<file path="src/rtl/alu_arb_pkg.sv">
// -----------------------------------------------------------------------------
// alu_arb_pkg
//   Shared types for the execute-stage ALU issue arbiter.
//   - port_id_t / PORT_INT / PORT_EXT : requester identifiers
//   - alu_req_t : one ALU operation as presented by a requester
//   - iss_reg_t : the one-entry issue register (operation + owner + valid)
//   The ARB_* widths are the defaults of alu_issue_arbiter.
// -----------------------------------------------------------------------------
package alu_arb_pkg;

   localparam int ARB_SEL_W   = 4;
   localparam int ARB_SHIFT_W = 5;
   localparam int ARB_XLEN    = 64;
   localparam int ARB_TAG_W   = 4;

   typedef logic port_id_t;

   localparam port_id_t PORT_INT = 1'b0;   // integer pipeline
   localparam port_id_t PORT_EXT = 1'b1;   // extension / address generation

   typedef struct packed {
      logic [ARB_SEL_W-1:0]   sel;
      logic [ARB_SHIFT_W-1:0] shift_amt;
      logic [ARB_XLEN-1:0]    a;
      logic [ARB_XLEN-1:0]    b;
      logic [ARB_TAG_W-1:0]   tag;
   } alu_req_t;

   typedef struct packed {
      logic     valid;
      port_id_t port;
      alu_req_t req;
   } iss_reg_t;

   // Port that gets priority after `p` has been served.
   function automatic port_id_t other_port(input port_id_t p);
      return ~p;
   endfunction

endpackage

</file>
<file path="src/rtl/rr_arbiter2.sv">
// -----------------------------------------------------------------------------
// rr_arbiter2
//   Two-input round-robin grant with its own priority pointer.
//   Ports:
//     clk, reset_n : clock, asynchronous active-low reset (pointer -> port 0)
//     req[1:0]     : requesters present this cycle
//     advance      : the current grant was taken; move priority away from it
//     gnt[1:0]     : one-hot grant (all zero when nothing requests)
// -----------------------------------------------------------------------------
module rr_arbiter2
   import alu_arb_pkg::*;
(
   input  logic       clk,
   input  logic       reset_n,
   input  logic [1:0] req,
   input  logic       advance,
   output logic [1:0] gnt
);

   port_id_t rr_ptr;

   // A lone requester always wins; the pointer only breaks ties.
   always_comb begin
      gnt = 2'b00;
      unique case (req)
         2'b01:   gnt = 2'b01;
         2'b10:   gnt = 2'b10;
         2'b11:   gnt = (rr_ptr == PORT_EXT) ? 2'b10 : 2'b01;
         default: gnt = 2'b00;
      endcase
   end

   always_ff @(posedge clk or negedge reset_n) begin
      if (!reset_n) begin
         rr_ptr <= PORT_INT;
      end else if (advance) begin
         rr_ptr <= other_port(port_id_t'(gnt[1]));
      end
   end

endmodule

</file>
<file path="src/rtl/alu_issue_arbiter.sv">
// -----------------------------------------------------------------------------
// alu_issue_arbiter
//   Shares the execute-stage ALU between the integer pipeline (port 0) and the
//   extension/address-generation path (port 1). A round-robin winner is held
//   in a one-entry issue register that drives the external ALU; the ALU's
//   combinational result is returned to the owning port.
//   Ports:
//     clk, reset_n        : clock, asynchronous active-low reset
//     flush               : kill the in-flight op, block new grants this cycle
//     reqN_*              : request channel (valid/ready, sel, shift, a, b, tag)
//     rspN_*              : response channel (valid/ready, data, tag)
//     alu_enable, alu_*   : drive to the external ALU
//     alu_data_out        : combinational result from the external ALU
// -----------------------------------------------------------------------------
module alu_issue_arbiter
   import alu_arb_pkg::*;
#(
   parameter int SEL_SIZE   = ARB_SEL_W,
   parameter int SHIFT_SIZE = ARB_SHIFT_W,
   parameter int XLEN       = ARB_XLEN,
   parameter int TAG_W      = ARB_TAG_W
) (
   input  logic                  clk,
   input  logic                  reset_n,
   input  logic                  flush,

   input  logic                  req0_valid,
   output logic                  req0_ready,
   input  logic [SEL_SIZE-1:0]   req0_sel,
   input  logic [SHIFT_SIZE-1:0] req0_shift_amt,
   input  logic [XLEN-1:0]       req0_a,
   input  logic [XLEN-1:0]       req0_b,
   input  logic [TAG_W-1:0]      req0_tag,

   input  logic                  req1_valid,
   output logic                  req1_ready,
   input  logic [SEL_SIZE-1:0]   req1_sel,
   input  logic [SHIFT_SIZE-1:0] req1_shift_amt,
   input  logic [XLEN-1:0]       req1_a,
   input  logic [XLEN-1:0]       req1_b,
   input  logic [TAG_W-1:0]      req1_tag,

   output logic                  rsp0_valid,
   input  logic                  rsp0_ready,
   output logic [XLEN-1:0]       rsp0_data,
   output logic [TAG_W-1:0]      rsp0_tag,

   output logic                  rsp1_valid,
   input  logic                  rsp1_ready,
   output logic [XLEN-1:0]       rsp1_data,
   output logic [TAG_W-1:0]      rsp1_tag,

   output logic                  alu_enable,
   output logic [SEL_SIZE-1:0]   alu_sel,
   output logic [SHIFT_SIZE-1:0] alu_shift_amt,
   output logic [XLEN-1:0]       alu_data_in_a,
   output logic [XLEN-1:0]       alu_data_in_b,
   input  logic [XLEN-1:0]       alu_data_out
);

   iss_reg_t   iss_p1;
   logic [1:0] req_valid;
   logic [1:0] gnt;
   logic       own_rsp_ready;
   logic       can_accept;
   logic       handshake;
   port_id_t   winner;
   alu_req_t   win_req;

   // ---- p0: arbitration and request acceptance ----
   assign req_valid     = {req1_valid, req0_valid};
   assign own_rsp_ready = (iss_p1.port == PORT_EXT) ? rsp1_ready : rsp0_ready;

   // The slot is free when empty or when its result retires this same cycle.
   // reset_n is folded in so no request is acknowledged while reset is held.
   assign can_accept = reset_n && !flush && (!iss_p1.valid || own_rsp_ready);

   rr_arbiter2 u_rr (
      .clk     (clk),
      .reset_n (reset_n),
      .req     (req_valid),
      .advance (handshake),
      .gnt     (gnt)
   );

   assign req0_ready = can_accept && gnt[0];
   assign req1_ready = can_accept && gnt[1];
   assign handshake  = req0_ready || req1_ready;
   assign winner     = port_id_t'(gnt[1]);

   always_comb begin
      win_req           = '0;
      win_req.sel       = (winner == PORT_EXT) ? req1_sel       : req0_sel;
      win_req.shift_amt = (winner == PORT_EXT) ? req1_shift_amt : req0_shift_amt;
      win_req.a         = (winner == PORT_EXT) ? req1_a         : req0_a;
      win_req.b         = (winner == PORT_EXT) ? req1_b         : req0_b;
      win_req.tag       = (winner == PORT_EXT) ? req1_tag       : req0_tag;
   end

   // ---- p1: issue register ----
   // Payload fields are only rewritten on a handshake, so the ALU inputs keep
   // their last value while the slot is empty or back-pressured.
   always_ff @(posedge clk or negedge reset_n) begin
      if (!reset_n) begin
         iss_p1 <= '0;
      end else if (handshake) begin
         iss_p1.valid <= 1'b1;
         iss_p1.port  <= winner;
         iss_p1.req   <= win_req;
      end else if (flush || (iss_p1.valid && own_rsp_ready)) begin
         iss_p1.valid <= 1'b0;
      end
   end

   // ---- p1 outputs: ALU drive and response routing ----
   assign alu_enable    = iss_p1.valid;
   assign alu_sel       = iss_p1.req.sel;
   assign alu_shift_amt = iss_p1.req.shift_amt;
   assign alu_data_in_a = iss_p1.req.a;
   assign alu_data_in_b = iss_p1.req.b;

   assign rsp0_valid = iss_p1.valid && (iss_p1.port == PORT_INT);
   assign rsp1_valid = iss_p1.valid && (iss_p1.port == PORT_EXT);

   // Data and tag are zeroed when not owned so an idle port sees quiet lines.
   assign rsp0_data = rsp0_valid ? alu_data_out   : '0;
   assign rsp1_data = rsp1_valid ? alu_data_out   : '0;
   assign rsp0_tag  = rsp0_valid ? iss_p1.req.tag : '0;
   assign rsp1_tag  = rsp1_valid ? iss_p1.req.tag : '0;

endmodule

</file>
<file path="config.mk">
export PLATFORM = sky130hd
export DESIGN_NAME = alu_issue_arbiter
export DESIGN_NICKNAME = d
export VERILOG_FILES = /design/src/rtl/alu_arb_pkg.sv /design/src/rtl/rr_arbiter2.sv /design/src/rtl/alu_issue_arbiter.sv
export SDC_FILE = /design/constraint.sdc
export NUM_CORES = 1
export LEC_CHECK = 0
export ABC_AREA = 1
export BUFFER_PORTS_ARGS = -buffer_cell sky130_fd_sc_hd__buf_2
export CAP_MARGIN = 10
export CORE_AREA = 2 2 244 246
export CTS_CLUSTER_SIZE = 30
export DETAILED_ROUTE_END_ITERATION = 10
export DIE_AREA = 0 0 246 248
export HOLD_SLACK_MARGIN = 0.03
export PLACE_DENSITY = 0.5
export SLEW_MARGIN = 20
export SYNTH_ARGS = -nofsm -noshare
export SYNTH_HDL_FRONTEND = slang
export SYNTH_SLANG_ARGS = --single-unit
</file>
<file path="constraint.sdc">
create_clock -name clk -period 1.5 [get_ports clk]
set_clock_uncertainty 0.05 [all_clocks]
set_input_delay 0.075 -clock clk [delete_from_list [all_inputs] [get_ports clk]]
set_output_delay 0.075 -clock clk [all_outputs]
set_load 0.03 [all_outputs]
</file>
; Word-level counts from Yosys, hierarchy flattened
; Index checks and enable logic that the tools add are counted.
[totals]
register_bits = 144
wordCells = 40
[op_classes]
eq_ne = 3
n_mux = 14
bitwise = 2
reduce_logical = 13
[ops]
columns = operator, count
row1 = $mux 64, 4
row2 = $mux 4, 4
row3 = $logic_and 1x1->1, 7
row4 = $pmux 2 s3, 1
row5 = $mux 5, 1
row6 = $eq 2x2->1 const B, 2
row7 = $logic_or 1x1->1, 3
row8 = $mux 1, 3
row9 = $eq 2x1->1 const B, 1
row10 = $logic_not 1->1, 2
row11 = $mux 2, 1
row12 = $not 1->1, 2
row13 = $reduce_bool 2->1, 1

; Depth between registers and ports, before layout
; Gate-level depths: netlist of the first run.
[depth]
word_depth = 6
mapped_depth = 10
ltp_nobuf = 8

; Hierarchy
; A second synthesis of the first run with hierarchy kept.
[unflattened]
cells_unflattened = 1484
hier_area_um2 = 9937.0
[modules_own_cells]
columns = module, instances, cells_per_inst, area_per_inst_um2, seq_area_each_um2
row1 = alu_issue_arbiter, 1, 1474, 9875.7, 3578.4
row2 = rr_arbiter2, 1, 10, 61.3, 25.0

; Worst setup path after synthesis of the first run
; No wires, ideal clock.
[synth_timing]
path_kind = register to output
from = register iss_p1, in the netlist alu_enable
to = output port rsp1_data[54]
arrival_ps = 1556
required_ps = 1375
slack_ps = -181
stages_incl_launch_ff = 5
path_buffers = 2
cell_sequence = dfrtp_1 -> nand2_1 -> clkbuf_1 -> clkbuf_1 -> nor2_1
[synth_via]
elab_chain_cells = 2
[synth_lines]
columns = item, line
row1 = start: declaration, alu_issue_arbiter.sv:61  ; iss_reg_t iss_p1;
row2 = $logic_and 1x1->1, alu_issue_arbiter.sv:123  ; assign rsp1_valid = iss_p1.valid && (iss_p1.port == PORT_EXT);
row3 = $mux 64, alu_issue_arbiter.sv:127  ; assign rsp1_data = rsp1_valid ? alu_data_out : '0;
row4 = end: declaration, alu_issue_arbiter.sv:50  ; output logic [XLEN-1:0] rsp1_data,
; Every way passes these cells.

; Final worst setup path of the first run
[layout_timing]
from = register iss_p1[141] in the netlist's numbering
to = output port rsp0_data[22]
[layout_via]
elab_chain_cells = 3
[layout_lines]
columns = item, line
row1 = $not 1->1, alu_issue_arbiter.sv:122  ; assign rsp0_valid = iss_p1.valid && (iss_p1.port == PORT_INT);
row2 = $logic_and 1x1->1, alu_issue_arbiter.sv:122
row3 = $mux 64, alu_issue_arbiter.sv:126  ; assign rsp0_data = rsp0_valid ? alu_data_out : '0;
row4 = end: declaration, alu_issue_arbiter.sv:45  ; output logic [XLEN-1:0] rsp0_data,
; Every way passes these cells.

==> flow_summary_export.csv, run 1 <==
group,metric,value,unit
floorplanning,area_enclosed_by_the_die_boundary,61000,um2
floorplanning,initial_core_util,0.159,
route,routedWlPerCell,17.4,um
route,drt_first_pass_iters,5,
worst_setup_path,buf_inv_on_cp,4,
sta,finalCriticalPeriod,1.79,ns
worst_setup_path,critical_path_required,1.37,ns
floorplanning,placeableCoreArea,58500,um2
placement,placement_stage_cell_area,13000,um2
placement,placed_cells_incl_taps,2703,
sta,max_freq,558,MHz
worst_setup_path,crit_arrival,1.67,ns
final_layout,filler_cell_count,6071,
floorplanning,floorplan.io_pins,631,
worst_setup_path,critical_path.slowest_cell,"sky130_fd_sc_hd__dfrtp_1",
synthesis,yosysUniqueCellTypes,15,
route,routed-via-count,12100,
power,irDropWorstVdd,0.000849,V
floorplanning,num_rows,89,
worst_setup_path,critical_path.max_fanout,7,
final_layout,post_layout_nonfiller_instances,3047,
power,power_density,1250,nW/um2
sta,maxSlewHeadroom,0.568,
sta,slack_of_the_critical_path,-0.293,ns
global_routing,grt_max_degree,87,
global_routing,grt_antenna_before_repair,2,
worst_setup_path,crit_path_cell_trace,"inv_2 > buf_8 > nand2_8 > clkbuf_16 > nor2_2 > buf_6",
cts,worst_skew_pair.late_latency,0.45,ns
sta,finalHoldViolations,1,
job,max_cap_violations,0,
route,drt-total-wl,52900,um
sta,hold_ws,-0.0180,ns
placement,dp.final_hpwl,36100,um
cts,htreeDepth,4,
cts,number_of_cts_inserted_buffers,17,
cts,cts.hold.buffers_added,285,
sta,fin_tns_setup,-41.52,ns
sta,report.final.slew_viol_count,0,
power,p_leak,0.0101,uW
cts,clk_path_buf_depth,2,
route,drc_errors,0,
sta,tightest_pin_transition,0.648,ns
sta,timing.final.crit_share,1.20,
final_layout,final_layout_size_suffix_gt1_frac,0.390,
synthesis,syn_nets,1800,
synthesis,postSynthCellCount,1447,
route,vias_per_cell,3.98,
synthesis,yosysWarningCount,0,
cts,clockRootBuffer,"sky130_fd_sc_hd__clkbuf_16",
cts,clock_tree_from_tritoncts,"yes",
global_routing,via_count_of_the_first_global_routing_pass,11800,
synthesis,syn-mean-instance-area,6.43,um2
worst_hold_path,hold_path_class,"in2reg",
final_layout,layout.cell_area.non_filler,18400,um2
sta,setup_viol_count_final,281,
worst_setup_path,kind_of_start_point_of_the_critical_path,"register",
worst_setup_path,critical_path.max_stage_delay,0.41,ns
worst_setup_path,crit_family,"buffers and inverters",
sta,rsz_0062_raised_after_global_routing,"true",
placement,io_buffer_count,630,
global_routing,globalRouteOverflowTotal,0,
status,violations,"negative hold slack, negative setup slack",
placement,place.gp.congestion,0.868,
worst_setup_path,criticalPathCategory,"reg2out",
final_layout,fin_util,0.314,
global_routing,grt_util_all_layers,0.155,
route,drt_first_iter_violations,532,
status,status,"finished with violations",
final_layout,syn_to_final_growth,97.4,%
final_layout,antenna_cells_inserted,0,
global_routing,grt_first_pass_wirelength,70300,um
cts,cts.clk_slew.worst_paths,0.06,ns
synthesis,yosys_register_bits,144,
floorplanning,dieHeight,248,um
final_layout,nNetsFinal,2614,
floorplanning,die_width,246,um
cts,clkSinkCount,144,
worst_setup_path,setup.worst_path.end_class,"output pin",
route,count_of_nets_left_with_antenna_violations_after_detail_routing,0,
synthesis,synth-seq-area-share,0.387,
synthesis,netlist_area,9300,um2
[flip-flops by register name, summed over array words and instances (netlist names)]
| name | count |
|---|---|
| alu_shift_amt | 5 |
| alu_sel | 4 |
| iss_p1 | 5 |
| alu_data_in_a | 64 |
| u_rr.rr_ptr | 1 |
| alu_data_in_b | 64 |
| alu_enable | 1 |
[metal layers]
metal	GRT usage	share of wire	vias to the layer above
met4	0.100	0.056	2
met5	0	0.00025	-
li1	-	-	5863
met1	0.164	0.37	5623
met3	0.0402	0.066	105
met2	0.275	0.51	546
[worst paths after layout]
path                             startpoint                end  slack [ns]  cells after the start
max                             iss_p1[141]      rsp0_data[22]       -0.29                      6
min                              rsp1_ready         alu_enable       -0.02                      4
max reg2reg                     iss_p1[141]  alu_data_in_b[30]       -0.12                      9
min reg2reg                alu_shift_amt[3]   alu_shift_amt[3]        0.45                      2
max in group asynchronous           reset_n  alu_data_in_a[45]        0.35                      4
min in group asynchronous           reset_n  alu_data_in_a[36]        0.15                      3
[placed cells by master (no fill, tap or decap)]
cell type / count
sky130_fd_sc_hd__nand2_1: 710
sky130_fd_sc_hd__buf_2: 505
sky130_fd_sc_hd__dlygate4sd3_1: 285
sky130_fd_sc_hd__dfrtp_1: 143
sky130_fd_sc_hd__nand3_1: 141
sky130_fd_sc_hd__buf_6: 103
sky130_fd_sc_hd__inv_1: 73
sky130_fd_sc_hd__buf_4: 68
sky130_fd_sc_hd__nor2_4: 63
sky130_fd_sc_hd__nor2_2: 43
sky130_fd_sc_hd__nor2_1: 31
sky130_fd_sc_hd__buf_12: 30
sky130_fd_sc_hd__clkbuf_16: 29
sky130_fd_sc_hd__buf_8: 10
sky130_fd_sc_hd__nand2_8: 4
sky130_fd_sc_hd__clkbuf_8: 4
sky130_fd_sc_hd__nand3_4: 3
sky130_fd_sc_hd__clkinv_2: 3
sky130_fd_sc_hd__bufinv_16: 3
sky130_fd_sc_hd__nand2_4: 3
sky130_fd_sc_hd__buf_16: 3
sky130_fd_sc_hd__clkbuf_4: 3
sky130_fd_sc_hd__inv_2: 2
sky130_fd_sc_hd__clkinv_4: 2
sky130_fd_sc_hd__clkbuf_1: 2
sky130_fd_sc_hd__nand2_2: 1
sky130_fd_sc_hd__a21oi_2: 1
sky130_fd_sc_hd__nand3_2: 1
sky130_fd_sc_hd__inv_6: 1
sky130_fd_sc_hd__o211ai_1: 1
sky130_fd_sc_hd__a21oi_1: 1
sky130_fd_sc_hd__dfrtp_2: 1
sky130_fd_sc_hd__clkinvlp_4: 1
[cell families after synthesis]
group | after synthesis | share of synthesized area
AND/OR/NAND/NOR | 996 | 0.423
AO/OA/AOI/OAI | 3 | 0.00188
buffers and inverters | 304 | 0.188
flip-flops | 144 | 0.387
[power breakdown]
part           leakage, uW  total, uW  switching, uW  internal, uW
Sequential         0.00181       6170            843          5330
Combinational      0.00800      12100           7810          4290
Clock             0.000303       4590           1810          2790
Total               0.0101      22900          10500         12400
[synthesized netlist by cell type]
master	instances	share of area
sky130_fd_sc_hd__a21oi_1	2	0.0011
sky130_fd_sc_hd__buf_1	6	0.0024
sky130_fd_sc_hd__buf_2	36	0.019
sky130_fd_sc_hd__buf_4	147	0.12
sky130_fd_sc_hd__buf_6	1	0.0012
sky130_fd_sc_hd__clkbuf_1	38	0.015
sky130_fd_sc_hd__dfrtp_1	144	0.39
sky130_fd_sc_hd__inv_1	74	0.030
sky130_fd_sc_hd__inv_2	2	0.00081
sky130_fd_sc_hd__nand2_1	712	0.29
sky130_fd_sc_hd__nand2_2	2	0.0013
sky130_fd_sc_hd__nand3_1	143	0.077
sky130_fd_sc_hd__nand3_2	2	0.0022
sky130_fd_sc_hd__nor2_1	137	0.055
sky130_fd_sc_hd__o211ai_1	1	0.00081
[area by class of cell]
class	count	area, um2	share of cell area
clock buffers	23	488	0.0266
multi-input cells	1003	4670	0.254
repair buffers	1019	8210	0.447
inverters	76	290	0.0158
clock inverters	9	130	0.00709
well taps	773	967	0.0527
flip-flops and latches	144	3600	0.196
[per-stage QoR]
stage	total power (uW)	setup WS (ns)	hold slack (ns)
floorplan	14300	0.00965	-0.271
global placement	16500	-0.140	0.0806
detailed placement	16500	-0.149	0.0721
CTS	22500	-0.321	-0.0694
global route	24200	-0.368	0.000837
finish	22900	-0.293	-0.0180
[repair_timing]
action | CTS | global route
hold endpoints to repair | 199 | 1
buffers inserted | 6 | 0
cloned | 3 | 18
endpoints found under the setup margin | 281 | 283
resized for setup | 278 | 133
pin swaps | 3 | 2
[worst reg2reg max path: cells and delay by family (launching register included)]
family	cells	cell delay, ns
simple gates	5	0.44
flops	1	0.41
buf+inv	4	0.63
Power figures use the tool's default switching activity.
==> inputs of run 2 (changes only) <==
--- a/config.mk
+++ b/config.mk
@@ -9,6 +9,7 @@
 export BUFFER_PORTS_ARGS = -buffer_cell sky130_fd_sc_hd__buf_2
 export CAP_MARGIN = 10
 export CORE_AREA = 2 2 244 246
+export CTS_BUF_LIST = sky130_fd_sc_hd__clkbuf_4 sky130_fd_sc_hd__clkbuf_8
 export CTS_CLUSTER_SIZE = 30
 export DETAILED_ROUTE_END_ITERATION = 10
 export DIE_AREA = 0 0 246 248
==> constraint.sdc (replaced) <==
create_clock -name clk -period 1.5 [get_ports clk]
set_clock_uncertainty 0.05 [all_clocks]
set_input_delay 0.075 -clock clk [delete_from_list [all_inputs] [get_ports clk]]
set_output_delay 0.075 -clock clk [all_outputs]
set_load 0.02 [all_outputs]
==> flow_summary_export.csv, run 2 (synthesis gave the netlist of run 1 again) <==
group,metric,value,unit
status,status,"finished with violations",
status,violations,"negative hold slack, negative setup slack",
floorplanning,floorplan.io_pins,631,
floorplanning,num_rows,89,
final_layout,final_common_cell,"sky130_fd_sc_hd__nand2_1",
placement,detailedPlace.worstSlack,-0.0881,ns
global_routing,grt_max_degree,92,
cts,htreeDepth,4,
cts,cts.clk_slew.worst_paths,0.09,ns
floorplanning,die_width,246,um
global_routing,grt_antenna_before_repair,5,
placement,place.gp.congestion,0.864,
cts,clockRootBuffer,"sky130_fd_sc_hd__clkbuf_8",
worst_setup_path,rrSetupSlack,-0.28,ns
route,drt_first_iter_violations,454,
route,routed-via-count,12500,
cts,clk_path_buf_depth,2,
worst_setup_path,critical_path.max_fanout,6,
power,p_leak,0.0105,uW
sta,finalCriticalPeriod,1.95,ns
sta,finalHoldViolations,1,
worst_setup_path,crit_arrival,1.83,ns
floorplanning,dieHeight,248,um
global_routing,grt_first_pass_wirelength,71300,um
floorplanning,initial_core_util,0.159,
route,routedWlPerCell,18.5,um
final_layout,layout.cells.most_common_list,"sky130_fd_sc_hd__nand2_1, sky130_fd_sc_hd__buf_2, sky130_fd_sc_hd__dlygate4sd3_1",
job,max_cap_violations,0,
final_layout,nNetsFinal,2639,
cts,clkSinkCount,144,
worst_setup_path,criticalPathCategory,"reg2out",
worst_setup_path,crit_path_start,"iss_p1[141]",
worst_setup_path,critical_path_required,1.37,ns
final_layout,fin_util,0.327,
route,count_of_nets_left_with_antenna_violations_after_detail_routing,0,
final_layout,final_layout_size_suffix_gt1_frac,0.435,
final_layout,syn_to_final_growth,105,%
sta,setup_viol_count_final,284,
floorplanning,placeableCoreArea,58500,um2
worst_setup_path,kind_of_start_point_of_the_critical_path,"register",
sta,slack_of_the_critical_path,-0.452,ns
cts,worst_skew_pair.late_latency,0.54,ns
sta,report.final.slew_viol_count,0,
placement,dp.final_hpwl,35400,um
sta,tightest_pin_transition,0.628,ns
power,power_density,1100,nW/um2
route,drt_first_pass_iters,5,
route,drt-total-wl,57000,um
worst_hold_path,hold_path_class,"in2reg",
sta,max_freq,512,MHz
route,drc_errors,0,
worst_hold_path,hold_path_startpoint,"rsp0_ready",
global_routing,grt_util_all_layers,0.159,
cts,clock_tree_from_tritoncts,"yes",
worst_setup_path,worst_r2r_startpoint,"iss_p1[141]",
worst_setup_path,setup.worst_path.end_class,"output pin",
sta,timing.final.crit_share,1.30,
global_routing,globalRouteOverflowTotal,0,
floorplanning,area_enclosed_by_the_die_boundary,61000,um2
route,vias_per_cell,4.08,
sta,maxSlewHeadroom,0.580,
power,irDropWorstVdd,0.000614,V
global_routing,via_count_of_the_first_global_routing_pass,11800,
placement,io_buffer_count,630,
cts,number_of_cts_inserted_buffers,17,
sta,rsz_0062_raised_after_global_routing,"true",
sta,hold_ws,-0.0438,ns
[run 2: cell count changes in the layout (fill, tap and decap cells not counted), moves of 7 or more]
cell and change:
sky130_fd_sc_hd__nand2_1 -54, sky130_fd_sc_hd__nand2_2 +36, sky130_fd_sc_hd__nand3_1 -31, sky130_fd_sc_hd__nand3_2 +30
sky130_fd_sc_hd__buf_4 +26, sky130_fd_sc_hd__buf_2 -15, sky130_fd_sc_hd__clkbuf_8 +14, sky130_fd_sc_hd__nand2_4 +14
sky130_fd_sc_hd__buf_16 +7
[run 2: worst max-delay path: stages, from the launching register on]
cell,delay (ns)
sky130_fd_sc_hd__dfrtp_1,0.41
sky130_fd_sc_hd__inv_2,0.07
sky130_fd_sc_hd__buf_6,0.11
sky130_fd_sc_hd__nand2_8,0.09
sky130_fd_sc_hd__buf_12,0.17
sky130_fd_sc_hd__buf_4,0.16
sky130_fd_sc_hd__nor2_1,0.11
sky130_fd_sc_hd__buf_4,0.16
[run 2: cell type report]
type	count	area (um2)
timing repair buffer	1048	8790
tap	773	967
inverter	76	305
fill	6080	39400
multi-input combinational	999	5030
antenna	2	5.00
clock buffer	20	263
sequential	144	3600
clock inverter	12	135
[run 2: metrics by stage]
stage | TNS (ns) | total power [uW] | std cells | area [um2]
2_1_floorplan | 0 | 12900 | 1447 | 9300
3_3_place_gp | -4.29 | 15100 | 2703 | 12900
3_5_place_dp | -7.69 | 15100 | 2703 | 12900
4_1_cts | -88.92 | 19700 | 3039 | 16900
5_1_grt | -101.90 | 22300 | 3073 | 19100
6_report | -78.67 | 21100 | 3074 | 19100
[run 2: where the power goes]
part,switching (uW),leakage (uW),internal [uW]
clock network,1790,0.000193,1560
registers,865,0.00181,5320
logic,6880,0.00850,4690
total,9530,0.0105,11600
[run 2: metal layers]
layer / routed length, um / GRT usage / vias to the layer above
li1: - / - / 5932
met1: 20700 / 0.168 / 5860
met2: 28800 / 0.287 / 605
met3: 3750 / 0.0385 / 142
met4: 3690 / 0.0913 / 4
met5: 27 / 0 / -
[run 2: final timing paths]
path                                          end  cells past startpoint
worst max-delay path                rsp0_data[13]                      7
worst min-delay path                   alu_enable                      5
worst max register to register  alu_data_in_b[44]                     12
worst min register to register   alu_data_in_a[7]                      2
max in group asynchronous       alu_data_in_a[28]                      4
min in group asynchronous       alu_data_in_a[31]                      4
[run 2: timing repair]
item                                    CTS  global route
pin swaps                                 5            39
gates resized for setup                 129           470
buffers inserted                         11            10
gates cloned                              9            24
endpoints found under the setup margin  284           284
hold endpoints to repair                286            13
hold buffers                            284             3
==> inputs of run 3 (changes only) <==
--- a/config.mk
+++ b/config.mk
@@ -15,6 +15,7 @@
 export DIE_AREA = 0 0 246 248
 export HOLD_SLACK_MARGIN = 0.03
 export PLACE_DENSITY = 0.5
+export SETUP_SLACK_MARGIN = 0.3
 export SLEW_MARGIN = 20
 export SYNTH_ARGS = -nofsm -noshare
 export SYNTH_HDL_FRONTEND = slang
==> flow_summary_export.csv, run 3 (synthesis gave the netlist of run 1 again) <==
group,metric,value,unit
status,status,"finished with violations",
status,violations,"negative hold slack, negative setup slack",
final_layout,post_layout_nonfiller_instances,3082,
sta,rsz_0062_raised_after_global_routing,"true",
cts,clk_path_buf_depth,2,
worst_setup_path,critical-path-top-cell-by-count,"sky130_fd_sc_hd__buf_8",
worst_setup_path,crit_family,"buffers and inverters",
floorplanning,area_enclosed_by_the_die_boundary,61000,um2
cts,clock_tree_from_tritoncts,"yes",
floorplanning,num_rows,89,
worst_setup_path,kind_of_start_point_of_the_critical_path,"register",
route,vias_per_cell,4.04,
route,drt_first_iter_violations,562,
worst_setup_path,rrSetupSlack,-0.21,ns
final_layout,layout.cells.most_common_list,"sky130_fd_sc_hd__nand2_1, sky130_fd_sc_hd__buf_2, sky130_fd_sc_hd__dlygate4sd3_1",
floorplanning,initial_core_util,0.159,
placement,detailedPlace.worstSlack,-0.104,ns
route,routedWlPerCell,17.7,um
worst_setup_path,crit_arrival,1.77,ns
power,p_leak,0.0102,uW
floorplanning,floorplan.io_pins,631,
cts,number_of_cts_inserted_buffers,17,
final_layout,nNetsFinal,2647,
worst_setup_path,criticalPathCategory,"reg2out",
sta,slack_of_the_critical_path,-0.394,ns
power,irDropWorstVdd,0.000633,V
floorplanning,die_width,246,um
final_layout,multiInputGateArea,4650,um2
final_layout,final_common_cell,"sky130_fd_sc_hd__nand2_1",
worst_setup_path,critical_path.max_fanout,6,
job,max_cap_violations,0,
cts,htreeDepth,4,
placement,dp.final_hpwl,37200,um
placement,placed_cells_incl_taps,2731,
sta,hold_ws,-0.119,ns
sta,report.final.slew_viol_count,0,
route,count_of_nets_left_with_antenna_violations_after_detail_routing,0,
sta,setup_viol_count_final,282,
sta,max_freq,528,MHz
global_routing,via_count_of_the_first_global_routing_pass,12300,
final_layout,filler_cell_count,6166,
route,drt-total-wl,54500,um
worst_setup_path,buf_inv_on_cp,4,
placement,io_buffer_count,630,
final_layout,final_layout_size_suffix_gt1_frac,0.401,
placement,place.gp.congestion,0.897,
cts,cts.clk_slew.worst_paths,0.09,ns
final_layout,register_cell_area_after_layout,3600,um2
power,overall_power,20600,uW
global_routing,grt_max_degree,77,
worst_setup_path,crit_path_cell_trace,"buf_8 > nand2_8 > clkbuf_16 > buf_8 > nor2_2 > buf_6",
sta,tightest_pin_transition,0.478,ns
global_routing,grt_util_all_layers,0.165,
route,drt_first_pass_iters,5,
sta,finalHoldViolations,1,
floorplanning,placeableCoreArea,58500,um2
cts,cts.hold.buffers_added,284,
cts,worst_skew_pair.late_latency,0.53,ns
floorplanning,dieHeight,248,um
cts,clkSinkCount,144,
worst_hold_path,hold_path_class,"in2reg",
cts,clockRootBuffer,"sky130_fd_sc_hd__clkbuf_8",
global_routing,grt_first_pass_wirelength,74000,um
worst_setup_path,critical_path.slowest_cell,"sky130_fd_sc_hd__dfrtp_2",
worst_setup_path,critical_path_required,1.37,ns
worst_setup_path,critical_path.max_stage_delay,0.39,ns
power,power_density,1120,nW/um2
sta,maxSlewHeadroom,0.681,
route,drc_errors,0,
final_layout,syn_to_final_growth,97.2,%
global_routing,grt_antenna_before_repair,2,
global_routing,globalRouteOverflowTotal,0,
sta,timing.final.crit_share,1.26,
sta,finalCriticalPeriod,1.89,ns
route,routed-via-count,12500,
worst_setup_path,setup.worst_path.end_class,"output pin",
[run 3: changes by cell type in the layout (fill, tap and decap cells not counted), moves of 5 or more]
cell,delta
sky130_fd_sc_hd__nor2_4,-5
sky130_fd_sc_hd__nor2_1,+22
sky130_fd_sc_hd__nand2_4,-11
sky130_fd_sc_hd__nor2_2,-17
sky130_fd_sc_hd__clkbuf_16,-17
sky130_fd_sc_hd__buf_6,-6
sky130_fd_sc_hd__nand3_2,-30
sky130_fd_sc_hd__nand3_1,+31
sky130_fd_sc_hd__nand2_2,-21
sky130_fd_sc_hd__nand2_1,+35
sky130_fd_sc_hd__buf_4,+40
sky130_fd_sc_hd__buf_8,-7
[run 3: what timing repair did]
item / 4_1_cts / 5_1_grt
pin swaps: 4 / 7
hold endpoints to repair: 287 / 1
gates resized for setup: 229 / 196
endpoints found under the setup margin: 422 / 422
setup buffers: 11 / 7
cloned: 7 / 8
[run 3: worst register-to-register path, stage by stage, from the launching register on]
cell and delay (ns):
sky130_fd_sc_hd__dfrtp_1 0.42, sky130_fd_sc_hd__buf_6 0.13, sky130_fd_sc_hd__a21oi_4 0.16, sky130_fd_sc_hd__nand3_4 0.12, sky130_fd_sc_hd__buf_8 0.16, sky130_fd_sc_hd__nand2_8 0.14
sky130_fd_sc_hd__buf_12 0.18, sky130_fd_sc_hd__buf_4 0.14, sky130_fd_sc_hd__nand2_1 0.09, sky130_fd_sc_hd__nand2_1 0.07
[run 3: where the power goes]
group          switching, uW  internal [uW]
Combinational           6620           4440
Sequential               826           5320
Clock                   1770           1590
Total                   9220          11300
[run 3: path summary, 6_finish.rpt]
check | endpoint | cells after the start | from
max in group asynchronous | alu_data_in_b[41] | 3 | reset_n
setup / recovery | rsp1_data[9] | 6 | alu_enable
hold reg to reg | alu_data_in_b[11] | 2 | alu_data_in_b[11]
min in group asynchronous | alu_data_in_a[28] | 3 | reset_n
setup reg to reg | alu_data_in_a[52] | 9 | u_rr.rr_ptr
hold / removal | alu_enable | 4 | rsp0_ready
[run 3: area by class of cell]
type	count	area share
Antenna cell	2	0.000273
Sequential cell	144	0.197
Timing Repair Buffer	1054	0.459
Inverter	76	0.0165
Multi-Input combinational cell	1001	0.253
Tap cell	773	0.0527
Clock buffer	20	0.0147
Clock inverter	12	0.00723
[run 3: per-layer routing]
layer	up-vias	wire length [um]	GRT usage
li1	5927	-	-
met1	5771	19900	0.171
met2	587	28000	0.299
met3	165	3280	0.0400
met4	0	3280	0.105
met5	-	0	0
[run 3: stage by stage]
step	utilization	setup TNS (ns)	instance area, um2
4_1_cts	0.298	-77.57	17400
3_5_place_dp	0.226	-6.63	13200
3_3_place_gp	0.226	-7.60	13200
2_1_floorplan	-	0	9530
5_1_grt	0.314	-89.61	18300
6_report	0.314	-62.73	18300
